[src/rtl/router_in_arb.sv]
// Round-robin packet-source arbiter that feeds a byte-wide router input, then appends a parity byte and a length check.
// Data and ready are combinational from the granted source; busy stalls XFER and extends GAP, but never PARITY.
module router_in_arb #(
  parameter int NREQ = 4
) (
  input  logic              clk,
  input  logic              resetn,
  input  logic [8*NREQ-1:0] src_data,
  input  logic [NREQ-1:0]   src_valid,
  input  logic [NREQ-1:0]   src_last,
  output logic [NREQ-1:0]   src_ready,
  output logic [NREQ-1:0]   gnt,
  output logic [7:0]        data_in,
  output logic              pkt_valid,
  input  logic              busy,
  input  logic              error,
  output logic              len_err,
  output logic [7:0]        err_cnt
);

  localparam int PW = (NREQ > 1) ? $clog2(NREQ) : 1;

  typedef enum logic [1:0] {IDLE, XFER, PARITY, GAP} state_e;

  state_e          state_q, state_d;
  logic [NREQ-1:0] gnt_q, gnt_d;
  logic [PW-1:0]   ptr_q, ptr_d;
  logic [7:0]      par_q, par_d;
  logic [5:0]      cnt_q, cnt_d;
  logic [5:0]      len_q, len_d;
  logic            hdr_seen_q, hdr_seen_d;
  logic            hdr_last_q, hdr_last_d;
  logic            par2_q, par2_d;
  logic            err_prev_q;
  logic [7:0]      err_cnt_q, err_cnt_d;

  logic [PW-1:0]   pick;
  logic [PW-1:0]   rr_idx;
  logic            any_req;
  logic [7:0]      g_byte;

  // Search starts one past the last grantee; the index wraps because NREQ is a power of two.
  always_comb begin
    pick    = ptr_q;
    any_req = 1'b0;
    rr_idx  = '0;
    for (int i = 1; i <= NREQ; i++) begin
      rr_idx = ptr_q + PW'(i);
      if (!any_req && src_valid[rr_idx]) begin
        any_req = 1'b1;
        pick    = rr_idx;
      end
    end
  end

  assign g_byte = src_data[{ptr_q, 3'b000} +: 8];

  always_comb begin
    state_d    = state_q;
    gnt_d      = gnt_q;
    ptr_d      = ptr_q;
    par_d      = par_q;
    cnt_d      = cnt_q;
    len_d      = len_q;
    hdr_seen_d = hdr_seen_q;
    hdr_last_d = hdr_last_q;
    par2_d     = par2_q;
    src_ready  = '0;
    data_in    = 8'h00;
    pkt_valid  = 1'b0;
    len_err    = 1'b0;
    case (state_q)
      IDLE: begin
        if (any_req) begin
          gnt_d       = '0;
          gnt_d[pick] = 1'b1;
          ptr_d       = pick;
          par_d       = 8'h00;
          cnt_d       = 6'd0;
          len_d       = 6'd0;
          hdr_seen_d  = 1'b0;
          hdr_last_d  = 1'b0;
          par2_d      = 1'b0;
          state_d     = XFER;
        end
      end
      XFER: begin
        src_ready = gnt_q & {NREQ{~busy}};
        data_in   = g_byte;
        pkt_valid = src_valid[ptr_q];
        if (src_valid[ptr_q] && !busy) begin
          par_d = par_q ^ g_byte;
          if (!hdr_seen_q) begin
            hdr_seen_d = 1'b1;
            len_d      = g_byte[7:2];
            hdr_last_d = src_last[ptr_q];
          end else begin
            cnt_d = cnt_q + 6'd1;
          end
          if (src_last[ptr_q]) state_d = PARITY;
        end
      end
      PARITY: begin
        data_in = par_q;
        if (!par2_q) begin
          len_err = hdr_last_q || (len_q == 6'd0) || (cnt_q != len_q);
          par2_d  = 1'b1;
        end else begin
          par2_d  = 1'b0;
          state_d = GAP;
        end
      end
      GAP: begin
        if (!busy) begin
          state_d = IDLE;
          gnt_d   = '0;
        end
      end
      default: state_d = IDLE;
    endcase
  end

  assign err_cnt_d = (error && !err_prev_q && (err_cnt_q != 8'hFF)) ? err_cnt_q + 8'd1 : err_cnt_q;

  always_ff @(posedge clk or negedge resetn) begin
    if (!resetn) begin
      state_q    <= IDLE;
      gnt_q      <= '0;
      ptr_q      <= PW'(NREQ - 1);
      par_q      <= 8'h00;
      cnt_q      <= 6'd0;
      len_q      <= 6'd0;
      hdr_seen_q <= 1'b0;
      hdr_last_q <= 1'b0;
      par2_q     <= 1'b0;
      err_prev_q <= 1'b0;
      err_cnt_q  <= 8'h00;
    end else begin
      state_q    <= state_d;
      gnt_q      <= gnt_d;
      ptr_q      <= ptr_d;
      par_q      <= par_d;
      cnt_q      <= cnt_d;
      len_q      <= len_d;
      hdr_seen_q <= hdr_seen_d;
      hdr_last_q <= hdr_last_d;
      par2_q     <= par2_d;
      err_prev_q <= error;
      err_cnt_q  <= err_cnt_d;
    end
  end

  assign gnt     = gnt_q;
  assign err_cnt = err_cnt_q;

endmodule
[config.mk]
export PLATFORM = sky130hd
export DESIGN_NAME = router_in_arb
export DESIGN_NICKNAME = d
export VERILOG_FILES = /design/src/rtl/router_in_arb.sv
export SDC_FILE = /design/constraint.sdc
export NUM_CORES = 1
export LEC_CHECK = 0
export ABC_CLOCK_PERIOD_IN_PS = 3580
export BUFFER_PORTS_ARGS = -buffer_cell sky130_fd_sc_hd__buf_2
export CORE_ASPECT_RATIO = 0.9
export CORE_MARGIN = 1
export CORE_UTILIZATION = 50
export CTS_CLUSTER_DIAMETER = 200
export DETAILED_ROUTE_END_ITERATION = 6
export HOLD_SLACK_MARGIN = 0.05
export PLACE_DENSITY = 0.73
export SLEW_MARGIN = 20
export SYNTH_ARGS = -nofsm -noshare
export SYNTH_HDL_FRONTEND = slang
export SYNTH_SLANG_ARGS = --single-unit
[constraint.sdc]
create_clock -name clk -period 3.58 [get_ports clk]
set_input_delay 0.358 -clock clk [delete_from_list [all_inputs] [get_ports clk]]
set_output_delay 0.358 -clock clk [all_outputs]
set_load 0.02 [all_outputs]
==> results.yml <==
hold_path:
  hold_class: "primary input to async pin"
clocking:
  cts_buffers: 5
  cts_setup_buffers: 0
  clock_tree.buffer_depth: 2
  ctsResizeCount: 0
  htreeDepth: 2
  clock_sinks: 40
  clock_latency_ns: 0.30
  root_buffer: "clkbuf_8"
  tritoncts: "yes"
  ctsHoldBuffers: 0
  clkTransAtPathRegs_ns: 0.08
setup_path:
  start_kind: "flip-flop"
  cp.required_ns: 3.22
  slowest_stage: "dfstp_2"
  worst_setup_path_end_kind: "primary output"
  cp_cell_sequence: "mux4_2, a22oi_1, nor2b_1, buf_2"
  worst-path-max-fanout: 18
  critPathMaxStageDelay_ns: 0.84
  critical_path_class: "flip-flop to primary output"
  worstPathArrival_ns: 2.18
synthesis:
  synth.cell_area_sq_um: 2610
  yosysUniqueCellTypes: 54
  synth-async-reset-ratio_pct: 100
  syn_inst: 272
  ys_ff_latch: 40
  syn_area_per_cell_sq_um: 9.61
  ys_seq_area_share_pct: 38.4
  synth_nets: 322
  synth-edff-count: 0
  ys_warn_count: 0
  synthFlopType: "dfrtp_1"
timing:
  fin_crit_sh_pct: 70.8
  hold_viol: 0
  layout_min_cycle_time_ns: 2.53
  setup_tns_ns: 0
  rsz0062_at_grt: "false"
  fmax_mhz: 395
  setup_viol: 0
  slew_violations: 0
  maxSlewHeadroom_pct: 40.3
  skew_ns: 0.00785
  worst_pin_slew_ns: 0.896
power:
  p_leak_nw: 1.40
  p_total_mw: 2.61
  vdd_drop_max_mv: 0.435
  powerDensity_nw_per_um2: 841
routing:
  vias_per_cell: 5.96
  wl_per_cell_um: 15.0
  drc: 0
  via_count: 2407
  wirelength_um: 6060
  drtIter0Drc: 135
  drtPass1Iterations: 4
  ant_nets: 0
die:
  floorplan.initialDensity_pct: 53.1
  ios: 70
  die_x_um: 78.2
  die_y_um: 70.6
  rows: 24
  fp.dieArea_sq_um: 5520
  core_sq_um: 4920
outcome:
  outcome: "finished clean"
cells_and_area:
  diodes: 0
  nFillCells: 411
  drive_above_1_share_pct: 28.0
  final_net_count: 388
  final_util_pct: 63.0
  synthToLayoutAreaGrowth_pct: 18.7
global_routing:
  overflow: 0
  antenna_found_initial: 0
  grt_pass1_wl_um: 10500
  grt_max_degree: 41
  grt_usage_pct: 24.4
  grt_pass1_vias: 2287
job:
  cap_violations: 0
place:
  finalWeightedCongestion: 0.742
  dp_hpwl_um: 4490
  io_buffers: 69
-- path summary, 6_finish.rpt --
kind / start / end / slack (ns) / cells past startpoint
max: ptr_q[0] / data_in[2] / 1.05 / 4
min: resetn / cnt_q[2] / 0.18 / 1
max reg2reg: state_q[1] / par_q[0] / 1.23 / 6
min reg2reg: gnt[1] / gnt[1] / 0.51 / 1
max in group asynchronous: resetn / gnt[1] / 2.83 / 1
min in group clk: error / err_prev_q / 0.18 / 1
-- cell usage in the layout, fill, tap and decap left out, types with 2 or more instances in the layout --
| cell | n |
|---|---|
| mux4_2 | 9 |
| ha_1 | 6 |
| a21o_1 | 2 |
| dfstp_2 | 2 |
| a22oi_1 | 8 |
| buf_4 | 2 |
| a32o_1 | 4 |
| nand2_1 | 40 |
| nand4_1 | 4 |
| nor2b_1 | 11 |
| o221ai_1 | 3 |
| or4_1 | 2 |
| clkinvlp_4 | 2 |
| mux2i_1 | 9 |
| nand2b_1 | 9 |
| or4b_1 | 3 |
| and2_1 | 5 |
| mux2_2 | 2 |
| dfrtp_1 | 38 |
| xor2_1 | 2 |
| o211ai_1 | 6 |
| o21ai_0 | 7 |
| clkbuf_8 | 6 |
| inv_1 | 7 |
| nor2_1 | 9 |
| nand3_1 | 13 |
| o31ai_1 | 2 |
| buf_2 | 69 |
| xnor2_1 | 10 |
| a221oi_1 | 2 |
| a21oi_1 | 21 |
-- report_power, final --
part / leakage, nW / total [mW] / switching (mW) / internal (mW)
combinational: 0.831 / 1.41 / 0.814 / 0.592
sequential: 0.523 / 0.882 / 0.249 / 0.633
clock: 0.0434 / 0.320 / 0.164 / 0.156
total: 1.40 / 2.61 / 1.23 / 1.38
-- critical path, delay by kind of cell, from the launching register on --
| family | cells | cell delay (ns) |
|---|---|---|
| AOI/OAI and AO/OA | 1 | 0.18 |
| muxes | 1 | 0.63 |
| buffers and inverters | 1 | 0.16 |
| DFF | 1 | 0.84 |
| and+or+nand+nor | 1 | 0.07 |
-- layer usage --
layer,vias to the layer above,routed length [um],GRT usage (%)
li1,1150,-,-
met1,1165,2820,33.2
met2,84,2890,39.1
met3,8,295,6.32
met4,0,57,6.17
met5,-,0,0
-- per-stage QoR --
| stage | setup slack, ns | std cells | instance area [sq um] | hold slack [ns] |
|---|---|---|---|---|
| finish | 1.05 | 404 | 3100 | 0.180 |
| global route | 0.852 | 404 | 3100 | 0.169 |
| CTS | 1.01 | 404 | 3100 | 0.170 |
| detailed placement | 1.24 | 396 | 3010 | 0.486 |
| global placement | 1.32 | 396 | 3010 | 0.483 |
| floorplan | 1.42 | 272 | 2610 | 0.0624 |
-- layout make-up --
class	count	area [sq um]	area share (%)
flip-flops and latches	40	1000	32.3
clock inverters	2	15.0	0.484
clock buffers	6	82.6	2.66
multi-input cells	213	1530	49.4
repair buffers	71	360	11.6
inverters	7	26.3	0.847
well taps	65	81.3	2.62
-- Yosys cell counts, drive strengths merged (2+ instances only) --
cell type  count  area, sq um
a32o           5         51.3
a221oi         2         17.5
mux2i          9         90.1
nor2b         11         68.8
clkbuf         5         18.8
a22oi          8         60.1
mux4           9          203
buf            7         31.3
o211ai         6         45.0
o311ai         2         17.5
nand3         13         65.1
dfstp          2         52.6
dfrtp         38          951
or4b           3         30.0
o221ai         3         26.3
or4            3         26.3
and2           5         31.3
inv            7         26.3
nand2         40          150
nand2b         9         56.3
nor2           9         33.8
mux2           2         22.5
xnor2         10         87.6
o31ai          2         15.0
nand4          4         25.0
a21o           2         15.0
a21oi         21          105
o21ai          7         35.0
ha             6         75.1
xor2           2         17.5
-- kinds of logic after synthesis --
family,Yosys count,synth area share (%)
XOR/XNOR,12,4.02
AND/OR/NAND/NOR,105,20.8
multiplexers,20,12.1
adder cells (fa/ha/maj),6,2.87
flip-flops,40,38.4
buffers and inverters,19,2.92
AO/OA/AOI/OAI,70,18.9
-- sequential cells by signal, summed over array words and instances, names as in the netlist --
name and flops:
ptr_q 2, state_q 2, err_cnt 8, par_q 8, hdr_last_q 1, cnt_q 6, gnt 4, par2_q 1
err_prev_q 1, hdr_seen_q 1, len_q 6
(Power assumes the default switching activity.)
